**src/rtl/dm_loader_pkg.sv**
```systemverilog
// Shared types and default widths for the data-memory loader slice.
// Widths track the processor's datamemory/instr_mem buses.
package dm_loader_pkg;

    localparam int DM_ADDR_W = 12;
    localparam int DM_DATA_W = 17;

    typedef enum logic [2:0] {
        IDLE    = 3'd0,
        LOAD    = 3'd1,
        START   = 3'd2,
        RUN     = 3'd3,
        RD_ADDR = 3'd4,
        RD_WAIT = 3'd5,
        OUT     = 3'd6,
        DONE    = 3'd7
    } state_t;

endpackage

```
**src/rtl/dm_loader_if.sv**
```systemverilog
// Valid/ready word streams into and out of the loader.
// master = host side (feeds s_*, sinks m_*); slave = the loader.
interface dm_loader_if
    import dm_loader_pkg::*;
#(
    parameter int DATA_W = DM_DATA_W
) ();

    logic              s_valid;
    logic [DATA_W-1:0] s_data;
    logic              s_ready;
    logic              m_valid;
    logic [DATA_W-1:0] m_data;
    logic              m_ready;

    modport master (
        output s_valid, s_data, m_ready,
        input  s_ready, m_valid, m_data
    );

    modport slave (
        input  s_valid, s_data, m_ready,
        output s_ready, m_valid, m_data
    );

endinterface

```
**src/rtl/dm_loader.sv**
```systemverilog
// Preloads data memory from a stream, kicks the core, then dumps a result block.
// Writes land in the s handshake cycle; dump is one word per 3 cycles, held until m_ready.
module dm_loader
    import dm_loader_pkg::*;
#(
    parameter int ADDR_W = DM_ADDR_W,
    parameter int DATA_W = DM_DATA_W
) (
    input  logic              clk,
    input  logic              rst_n,
    input  logic              load_req,
    input  logic [ADDR_W-1:0] load_base,
    input  logic [ADDR_W-1:0] load_len,
    input  logic [ADDR_W-1:0] dump_base,
    input  logic [ADDR_W-1:0] dump_len,
    dm_loader_if.slave        strm,
    output logic              dm_sel,
    output logic              dm_wr_en,
    output logic [ADDR_W-1:0] dm_addr,
    output logic [DATA_W-1:0] dm_wdata,
    input  logic [DATA_W-1:0] dm_rdata,
    output logic              start_process,
    input  logic              end_process,
    output logic              busy,
    output logic              done
);

    state_t            state_q, state_d;
    logic [ADDR_W-1:0] cnt_q, cnt_d;
    logic [ADDR_W-1:0] lbase_q, lbase_d, llen_q, llen_d;
    logic [ADDR_W-1:0] dbase_q, dbase_d, dlen_q, dlen_d;
    logic [DATA_W-1:0] mdata_q, mdata_d;
    logic              run_arm_q, run_arm_d;
    logic              s_rdy, m_vld;

    always_ff @(posedge clk) begin
        if (!rst_n) begin
            state_q   <= IDLE;
            cnt_q     <= '0;
            lbase_q   <= '0;
            llen_q    <= '0;
            dbase_q   <= '0;
            dlen_q    <= '0;
            mdata_q   <= '0;
            run_arm_q <= 1'b0;
        end else begin
            state_q   <= state_d;
            cnt_q     <= cnt_d;
            lbase_q   <= lbase_d;
            llen_q    <= llen_d;
            dbase_q   <= dbase_d;
            dlen_q    <= dlen_d;
            mdata_q   <= mdata_d;
            run_arm_q <= run_arm_d;
        end
    end

    always_comb begin
        state_d   = state_q;
        cnt_d     = cnt_q;
        lbase_d   = lbase_q;
        llen_d    = llen_q;
        dbase_d   = dbase_q;
        dlen_d    = dlen_q;
        mdata_d   = mdata_q;
        run_arm_d = 1'b0;
        case (state_q)
            IDLE: begin
                if (load_req) begin
                    lbase_d = load_base;
                    llen_d  = load_len;
                    dbase_d = dump_base;
                    dlen_d  = dump_len;
                    cnt_d   = '0;
                    state_d = (load_len == '0) ? START : LOAD;
                end
            end
            LOAD: begin
                if (strm.s_valid) begin
                    if (cnt_q == llen_q - ADDR_W'(1)) begin
                        cnt_d   = '0;
                        state_d = START;
                    end else begin
                        cnt_d = cnt_q + ADDR_W'(1);
                    end
                end
            end
            START: begin
                cnt_d   = '0;
                state_d = RUN;
            end
            RUN: begin
                // The first RUN cycle is blind to end_process so a level left over
                // from the previous run cannot end this one.
                run_arm_d = 1'b1;
                if (run_arm_q && end_process)
                    state_d = (dlen_q == '0) ? DONE : RD_ADDR;
            end
            RD_ADDR: state_d = RD_WAIT;
            RD_WAIT: begin
                mdata_d = dm_rdata;
                state_d = OUT;
            end
            OUT: begin
                if (strm.m_ready) begin
                    if (cnt_q == dlen_q - ADDR_W'(1)) begin
                        state_d = DONE;
                    end else begin
                        cnt_d   = cnt_q + ADDR_W'(1);
                        state_d = RD_ADDR;
                    end
                end
            end
            DONE:    state_d = IDLE;
            default: state_d = IDLE;
        endcase
    end

    always_comb begin
        dm_sel        = 1'b0;
        dm_wr_en      = 1'b0;
        dm_addr       = '0;
        dm_wdata      = '0;
        s_rdy         = 1'b0;
        m_vld         = 1'b0;
        start_process = 1'b0;
        done          = 1'b0;
        busy          = (state_q != IDLE);
        case (state_q)
            LOAD: begin
                dm_sel   = 1'b1;
                s_rdy    = 1'b1;
                dm_wr_en = strm.s_valid;
                dm_addr  = lbase_q + cnt_q;
                dm_wdata = strm.s_data;
            end
            START: start_process = 1'b1;
            RD_ADDR, RD_WAIT: begin
                dm_sel  = 1'b1;
                dm_addr = dbase_q + cnt_q;
            end
            OUT: begin
                dm_sel  = 1'b1;
                dm_addr = dbase_q + cnt_q;
                m_vld   = 1'b1;
            end
            DONE:    done = 1'b1;
            default: ;
        endcase
    end

    assign strm.s_ready = s_rdy;
    assign strm.m_valid = m_vld;
    assign strm.m_data  = mdata_q;

endmodule

```
**src/flat_wrapper.sv**
```systemverilog
// flat-port wrapper written by rule: the top's interface ports become plain ports
module dm_loader_flat import dm_loader_pkg::*;
#(
    parameter int ADDR_W = DM_ADDR_W,
    parameter int DATA_W = DM_DATA_W
)
  (clk, rst_n, load_req, load_base, load_len, dump_base, dump_len, dm_sel, dm_wr_en, dm_addr, dm_wdata, dm_rdata, start_process, end_process, busy, done, strm_s_valid, strm_s_data, strm_m_ready, strm_s_ready, strm_m_valid, strm_m_data);
  dm_loader_if #(.DATA_W(DATA_W)) strm_i ();
  input  logic clk;
  input  logic rst_n;
  input  logic load_req;
  input  logic [ADDR_W-1:0] load_base;
  input  logic [ADDR_W-1:0] load_len;
  input  logic [ADDR_W-1:0] dump_base;
  input  logic [ADDR_W-1:0] dump_len;
  output logic dm_sel;
  output logic dm_wr_en;
  output logic [ADDR_W-1:0] dm_addr;
  output logic [DATA_W-1:0] dm_wdata;
  input  logic [DATA_W-1:0] dm_rdata;
  output logic start_process;
  input  logic end_process;
  output logic busy;
  output logic done;
  input wire logic [$bits(strm_i.s_valid)-1:0] strm_s_valid;
  input wire logic [$bits(strm_i.s_data)-1:0] strm_s_data;
  input wire logic [$bits(strm_i.m_ready)-1:0] strm_m_ready;
  output wire logic [$bits(strm_i.s_ready)-1:0] strm_s_ready;
  output wire logic [$bits(strm_i.m_valid)-1:0] strm_m_valid;
  output wire logic [$bits(strm_i.m_data)-1:0] strm_m_data;
  assign strm_i.s_valid = strm_s_valid;
  assign strm_i.s_data = strm_s_data;
  assign strm_i.m_ready = strm_m_ready;
  assign strm_s_ready = strm_i.s_ready;
  assign strm_m_valid = strm_i.m_valid;
  assign strm_m_data = strm_i.m_data;
  dm_loader #(.ADDR_W(ADDR_W), .DATA_W(DATA_W)) u_core (.clk(clk), .rst_n(rst_n), .load_req(load_req), .load_base(load_base), .load_len(load_len), .dump_base(dump_base), .dump_len(dump_len), .strm(strm_i), .dm_sel(dm_sel), .dm_wr_en(dm_wr_en), .dm_addr(dm_addr), .dm_wdata(dm_wdata), .dm_rdata(dm_rdata), .start_process(start_process), .end_process(end_process), .busy(busy), .done(done));
endmodule
```
**config.mk**
```make
export PLATFORM = sky130hd
export DESIGN_NAME = dm_loader_flat
export DESIGN_NICKNAME = d
export VERILOG_FILES = /design/src/rtl/dm_loader_pkg.sv /design/src/rtl/dm_loader_if.sv /design/src/rtl/dm_loader.sv /design/src/flat_wrapper.sv
export SDC_FILE = /design/constraint.sdc
export NUM_CORES = 1
export LEC_CHECK = 0
export ABC_AREA = 1
export CAP_MARGIN = 20
export CORE_AREA = 2 2 132 134
export DETAILED_ROUTE_END_ITERATION = 7
export DIE_AREA = 0 0 134 136
export GPL_ROUTABILITY_DRIVEN = 1
export PLACE_DENSITY_LB_ADDON = 0.15
export SYNTH_ARGS = -nofsm -noshare
export SYNTH_HDL_FRONTEND = slang
export SYNTH_SLANG_ARGS = --single-unit
```
**constraint.sdc**
```tcl
create_clock -name clk -period 3.9 [get_ports clk]
set_clock_uncertainty 0.1 [all_clocks]
set_input_delay 0.78 -clock clk [delete_from_list [all_inputs] [get_ports clk]]
set_output_delay 0.78 -clock clk [all_outputs]
set_load 0.02 [all_outputs]
```
==> impl_metrics.py, run 1 <==
metrics = {
    "status": {
        "run_status": "complete, no violations",
    },
    "grt": {
        "combined_global_route_utilization_of_all_metal_layers_pct": 17.2,
        "globalRouteOverflowTotal": 0,
        "grt_pass1_wl_um": 24800,
        "grt_max_degree": 35,
        "grt_antenna_before_repair": 0,
        "vias_in_the_first_global_route": 5028,
    },
    "power_and_ir_drop": {
        "ir_worst_vdd_uv": 336,
        "report.power.total_w": 0.00398,
        "power-per-cell-area_nw_per_um2": 569,
        "power.static_leakage_nw": 3.03,
    },
    "final_layout": {
        "layout.nets": 1015,
        "synthToLayoutAreaGrowth_pct": 40.7,
        "num_antenna_cells": 0,
        "final_core_util_pct": 41.5,
        "fraction_of_final_layout_cells_with_drive_strength_greater_than_1_pct": 7.31,
        "mostFrequentLayoutCell": "sky130_fd_sc_hd__nand2_1",
        "layout_common_cells": "sky130_fd_sc_hd__nand2_1, sky130_fd_sc_hd__clkdlybuf4s50_1, sky130_fd_sc_hd__inv_1, sky130_fd_sc_hd__a21oi_1, sky130_fd_sc_hd__nor2_1",
    },
    "yosys": {
        "netlist-cell-type-count": 39,
        "syn-mean-instance-area_um2": 6.47,
        "postSynthRegisterBits": 81,
        "synth.top_cells.by_area": "sky130_fd_sc_hd__dfxtp_1, sky130_fd_sc_hd__nand2_1, sky130_fd_sc_hd__a21oi_1",
        "ys_async_sr_fraction_pct": 0,
        "synth_top_cell_by_area": "sky130_fd_sc_hd__dfxtp_1",
        "synthesis.instances": 770,
        "yosys_warning_total": 0,
        "ys_seq_area_share_pct": 32.6,
        "synth_enable_flop_cells": 0,
        "ys.flop_type": "sky130_fd_sc_hd__dfxtp_1",
        "syn_nets": 873,
        "synthesis.area_um2": 4980,
        "synth_largest_type_area_fraction_pct": 32.6,
    },
    "floorplanning": {
        "floorplan.initialDensity_pct": 29.5,
        "number_of_top_level_pins": 141,
        "chipWidth_um": 134,
        "core_area_um2": 16900,
        "die_outline_area_um2": 18200,
        "floorplan.rows": 48,
        "die-height_um": 136,
    },
    "critical_path": {
        "critical_path_arrival_ns": 2.79,
        "critPathMaxStageDelay_ns": 0.63,
        "crit_fanout": 18,
        "cp_data_required_time_ns": 3.02,
        "critPathCapture": "dm_addr[5]",
        "worst_r2r_path_depth": 15,
        "r2r_start": "u_core.llen_q[0]",
        "crit_path_top_delay_cell": "sky130_fd_sc_hd__clkdlybuf4s50_1",
        "path_cells": "nand2_1, nand2_4, buf_6, o21ai_0, ha_1, a21oi_1, o21ai_2, xnor2_1, nor2_1, clkdlybuf4s50_1",
        "r2r_end": "u_core.cnt_q[4]",
        "end_kind": "output port",
        "critPathLaunchType": "flop",
        "worst_setup_startpoint": "u_core.state_q[1]",
        "reg2reg_setup_slack_ns": 1.51,
        "critical_path_class": "flop to output port",
    },
    "routing": {
        "drc": 0,
        "post_drt_via_cell_ratio": 4.53,
        "detail_route.wl_per_cell_um": 13.4,
        "dr.pass1.iters": 6,
        "detailroute.via_count": 5168,
        "wirelength_um": 15300,
        "ant_nets": 0,
        "initialDrtViolationCount": 269,
    },
    "placement": {
        "gp_routability_congestion": 0.863,
        "dp_hpwl_um": 11900,
        "port_buffers": 140,
    },
    "cts": {
        "cts_root_buffer": "sky130_fd_sc_hd__clkbuf_16",
        "cts_tree": "yes",
        "cts.reportedPaths.clkPinSlew_ns": 0.06,
        "cts_buffers": 9,
        "cts-root-to-sink-buffers": 2,
        "cts_htree_levels": 3,
        "clock-sinks": 81,
        "clock_insertion_delay_worst_skew_ns": 0.35,
    },
    "flow_run": {
        "max_cap_violations": 0,
    },
    "min_path": {
        "hold_class": "flop to flop",
    },
    "timing": {
        "final_period_minus_worst_setup_slack_ns": 3.67,
        "max_clock_freq_mhz": 273,
        "period_share_pct": 94.0,
        "report.final.setup_viol": 0,
        "slew_viol_final": 0,
        "worst_slew_pin_slew_ns": 0.748,
        "timing_hold_violations_final": 0,
        "max_slew_margin_pct": 50.1,
    },
}
cell usage after synthesis, types with 5 or more instances:
cell type / count
sky130_fd_sc_hd__nand2_1: 152
sky130_fd_sc_hd__inv_1: 110
sky130_fd_sc_hd__a21oi_1: 84
sky130_fd_sc_hd__nor2_1: 84
sky130_fd_sc_hd__dfxtp_1: 81
sky130_fd_sc_hd__o21ai_0: 79
sky130_fd_sc_hd__nand3_1: 52
sky130_fd_sc_hd__clkbuf_1: 20
sky130_fd_sc_hd__ha_1: 14
sky130_fd_sc_hd__xor2_1: 13
sky130_fd_sc_hd__nand4_1: 12
sky130_fd_sc_hd__xnor2_1: 10
sky130_fd_sc_hd__nor3_1: 8
sky130_fd_sc_hd__nor2_2: 6
sky130_fd_sc_hd__inv_2: 5
cell type report:
| cell class | count | area (µm²) |
|---|---|---|
| tap | 225 | 282 |
| clock inverter | 4 | 52.6 |
| clock buffer | 11 | 243 |
| multi-input combinational | 545 | 2820 |
| fill | 1811 | 9870 |
| timing repair buffer | 160 | 1550 |
| sequential | 81 | 1620 |
| inverter | 115 | 432 |
timing repair:
item / 4_1_cts / 5_1_grt
endpoints found under the setup margin: 5 / 10
hold buffers: 0 / 0
setup buffers: 1 / 2
gates resized for setup: 8 / 15
pin swaps: 1 / 3
endpoints found under the hold margin: 0 / 0
cloned: 0 / 0
where the power goes:
| group | leakage [nW] | switching [W] | internal (W) | total, W |
|---|---|---|---|---|
| Sequential | 0.662 | 0.000115 | 0.000983 | 0.00110 |
| Clock | 0.146 | 0.000348 | 0.000512 | 0.000860 |
| Combinational | 2.23 | 0.00128 | 0.000750 | 0.00203 |
sequential cells by signal (all words and copies together), names as in the netlist:
register and cells:
u_core.strm.m_data 17, u_core.cnt_q 12, u_core.dbase_q 12, u_core.dlen_q 12, u_core.lbase_q 12, u_core.llen_q 12
u_core.state_q 3, u_core.run_arm_q 1
cells by family (layout without fill, tap and decap cells):
kind of cell	Yosys count	after routing	share of synthesized area (%)
AOI/OAI and AO/OA	178	178	19.0
and+or+nand+nor	329	329	29.2
adders and majority gates	15	15	3.92
buffers and inverters	144	290	11.3
DFF	81	81	32.6
xor gates and xnor gates	23	23	4.05
worst min path at each step:
stage	cells after the start	slack (ns)	startpoint	to
final	2	0.34	u_core.strm.m_data[1]	u_core.strm.m_data[1]
after global routing	2	0.36	u_core.strm.m_data[6]	u_core.strm.m_data[6]
after CTS	2	0.34	u_core.strm.m_data[6]	u_core.strm.m_data[6]
after detailed placement	2	0.33	u_core.strm.m_data[6]	u_core.strm.m_data[6]
after global placement	2	0.33	u_core.strm.m_data[3]	u_core.strm.m_data[3]
after floorplan	2	0.32	u_core.dbase_q[0]	u_core.dbase_q[0]
critical path, delay by kind of cell, from the launching register on:
family	cells	cell delay, ns
and+or+nand+nor	3	0.31
xor gates and xnor gates	1	0.14
DFF	1	0.31
adders and majority gates	1	0.32
AOI/OAI and AO/OA	3	0.57
buffers and inverters	2	0.78
per-layer routing:
metal / global-route usage [%] / vias to the layer above / wire, µm
met5: 0 / - / 0
met4: 4.73 / 0 / 191
met3: 5.15 / 14 / 777
met2: 28.8 / 100 / 7140
met1: 21.4 / 2283 / 7140
li1: - / 2771 / -
metrics by stage:
stage / TNS (ns) / hold WS [ns] / instances / area (µm²) / worst slack [ns]
after floorplan: 0 / 0.325 / 770 / 4980 / 0.456
after global placement: 0 / 0.330 / 1122 / 6650 / 0.135
after detailed placement: 0 / 0.335 / 1122 / 6650 / 0.0839
after CTS: 0 / 0.343 / 1138 / 6950 / 0.00348
after global routing: -0.0143 / 0.359 / 1141 / 7010 / -0.0143
final: 0 / 0.342 / 1141 / 7010 / 0.235
No activity file was read; power rests on OpenSTA's default activity.
==> run 2, diff against run 1 <==
--- a/config.mk
+++ b/config.mk
@@ -6,10 +6,12 @@
 export NUM_CORES = 1
 export LEC_CHECK = 0
 export ABC_AREA = 1
+export ABC_CLOCK_PERIOD_IN_PS = 3900
 export CAP_MARGIN = 20
 export CORE_AREA = 2 2 132 134
 export DETAILED_ROUTE_END_ITERATION = 7
 export DIE_AREA = 0 0 134 136
+export DONT_BUFFER_PORTS = 1
 export GPL_ROUTABILITY_DRIVEN = 1
 export PLACE_DENSITY_LB_ADDON = 0.15
 export SYNTH_ARGS = -nofsm -noshare
==> impl_metrics.py, run 2 (synthesis gave the netlist of run 1 again) <==
metrics = {
    "placement": {
        "dp_hpwl_um": 11300,
        "port_buffers": 0,
        "numPlacedInstances": 977,
        "gp_routability_congestion": 0.875,
    },
    "cts": {
        "cts_buffers": 9,
        "clock-sinks": 81,
        "cts_htree_levels": 3,
        "cts-root-to-sink-buffers": 2,
        "cts_hold_repair.buffers": 0,
        "postCtsSetupRepairBufs": 0,
        "cts.reportedPaths.clkPinSlew_ns": 0.06,
        "cts_root_buffer": "sky130_fd_sc_hd__clkbuf_16",
        "cts_tree": "yes",
        "clock_insertion_delay_worst_skew_ns": 0.34,
    },
    "final_layout": {
        "final_core_util_pct": 32.9,
        "mostFrequentLayoutCell": "sky130_fd_sc_hd__nand2_1",
        "largest_register_ff_count": 17,
        "fraction_of_final_layout_cells_with_drive_strength_greater_than_1_pct": 7.82,
        "n_fill_cell": 1842,
        "finalNonFillerCells": 992,
        "layout_common_cells": "sky130_fd_sc_hd__nand2_1, sky130_fd_sc_hd__inv_1, sky130_fd_sc_hd__a21oi_1, sky130_fd_sc_hd__nor2_1, sky130_fd_sc_hd__dfxtp_1",
        "layout.nets": 867,
        "num_antenna_cells": 0,
        "synthToLayoutAreaGrowth_pct": 11.6,
    },
    "critical_path": {
        "reg2reg_setup_slack_ns": 1.55,
        "crit_fanout": 13,
        "end_kind": "output port",
        "crit_path_top_delay_cell": "sky130_fd_sc_hd__dfxtp_2",
        "critPathLaunchType": "flop",
        "path_cells": "nand2_2, nand2_4, buf_4, o21ai_0, ha_1, nand2_1, o21ai_1, a21oi_1, o21ai_0, o21ai_0, a21oi_1, buf_4",
        "cp_data_required_time_ns": 3.02,
        "critical_path_class": "flop to output port",
        "critical_path_arrival_ns": 2.81,
        "critPathMaxStageDelay_ns": 0.41,
        "r2r_start": "u_core.dlen_q[0]",
        "worst_r2r_path_depth": 15,
        "crit_path_frequent_cell": "sky130_fd_sc_hd__o21ai_0",
        "r2r_end": "u_core.cnt_q[4]",
    },
    "status": {
        "run_status": "complete, no violations",
    },
    "min_path": {
        "worst_hold_path.num_cells": 2,
        "hp-start": "u_core.dbase_q[9]",
        "hold_class": "flop to flop",
        "holdPathEnd": "u_core.dbase_q[9]",
    },
    "routing": {
        "detail_route.wl_per_cell_um": 14.9,
        "detailroute.via_count": 4799,
        "ant_nets": 0,
        "drc": 0,
        "post_drt_via_cell_ratio": 4.84,
        "initialDrtViolationCount": 237,
        "dr.pass1.iters": 4,
        "wirelength_um": 14800,
    },
    "floorplanning": {
        "core_area_um2": 16900,
        "die_outline_area_um2": 18200,
        "die-height_um": 136,
        "floorplan.rows": 48,
        "number_of_top_level_pins": 141,
        "chipWidth_um": 134,
        "floorplan.initialDensity_pct": 29.5,
    },
    "grt": {
        "grt_max_degree": 80,
        "grt_pass1_wl_um": 23000,
        "combined_global_route_utilization_of_all_metal_layers_pct": 16.2,
        "vias_in_the_first_global_route": 4474,
        "grt_antenna_before_repair": 0,
        "globalRouteOverflowTotal": 0,
    },
    "timing": {
        "period_share_pct": 94.7,
        "slew_viol_final": 0,
        "setup_total_negative_slack_ns": 0,
        "final_period_minus_worst_setup_slack_ns": 3.69,
        "worst_slew_pin_slew_ns": 0.932,
        "max_slew_margin_pct": 37.7,
        "timing_hold_violations_final": 0,
        "report.final.setup_viol": 0,
        "setup_repair_after_global_routing_missed_its_margin": "yes",
        "max_clock_freq_mhz": 271,
    },
    "power_and_ir_drop": {
        "power.static_leakage_nw": 2.40,
        "power-per-cell-area_nw_per_um2": 662,
        "ir_worst_vdd_uv": 329,
    },
    "flow_run": {
        "max_cap_violations": 0,
    },
}
[run 2: cell types whose count changed in the layout (fill, tap and decap cells not counted), sizes merged]
cell	delta
buf	-9
clkbuf	-4
clkdlybuf4s50	-131
clkinvlp	+2
dlygate4sd2	-3
dlymetal6s2s	-3
inv	-1
[run 2: cell type report]
type | count | area (µm²) | area share (%)
Multi-Input combinational cell | 545 | 2830 | 50.8
Sequential cell | 81 | 1630 | 29.2
Inverter | 115 | 432 | 7.77
Tap cell | 225 | 282 | 5.07
Clock buffer | 9 | 225 | 4.05
Timing Repair Buffer | 12 | 110 | 1.98
Clock inverter | 5 | 58.8 | 1.06
[run 2: what timing repair did]
action | in CTS | in global routing
gates resized for setup | 4 | 8
setup endpoints to repair | 6 | 7
pin swaps | 0 | 1
[run 2: through the flow]
stage	area [µm²]	hold WS [ns]	setup slack, ns	power, W
floorplan	4980	0.325	0.456	0.00247
global placement	5230	0.340	0.329	0.00283
detailed placement	5230	0.340	0.191	0.00285
CTS	5510	0.350	0.00668	0.00371
global route	5560	0.365	-0.00487	0.00400
finish	5560	0.350	0.207	0.00368
[run 2: metal layers]
metal | track usage, % | part of all wire, %
met1 | 20.0 | 45
met2 | 27.1 | 48
met3 | 5.41 | 5.8
met4 | 4.43 | 1.3
met5 | 0 | 0
[run 2: critical path: cells and delay by family, from the launching register on]
family / cells / cell delay, ns
and+or+nand+nor: 3 / 0.39
buffers and inverters: 2 / 0.34
adders and majority gates: 1 / 0.39
DFF: 1 / 0.41
AOI/OAI and AO/OA: 6 / 0.95
[run 2: worst max-delay path by stage]
stage / slack [ns] / cells after the start / startpoint / end
6_report: 0.21 / 12 / u_core.state_q[0] / dm_addr[8]
5_1_grt: -0.005 / 12 / u_core.state_q[0] / dm_addr[8]
4_1_cts: 0.007 / 12 / u_core.state_q[1] / dm_addr[8]
3_5_place_dp: 0.19 / 12 / u_core.state_q[0] / dm_addr[8]
3_3_place_gp: 0.33 / 15 / u_core.state_q[0] / dm_addr[9]
2_1_floorplan: 0.46 / 13 / u_core.state_q[0] / dm_addr[8]
[run 2: power breakdown]
group | internal [W] | switching (W) | leakage, nW
clock | 0.000489 | 0.000353 | 0.133
sequential | 0.000986 | 0.000144 | 0.663
combinational | 0.000505 | 0.00120 | 1.60
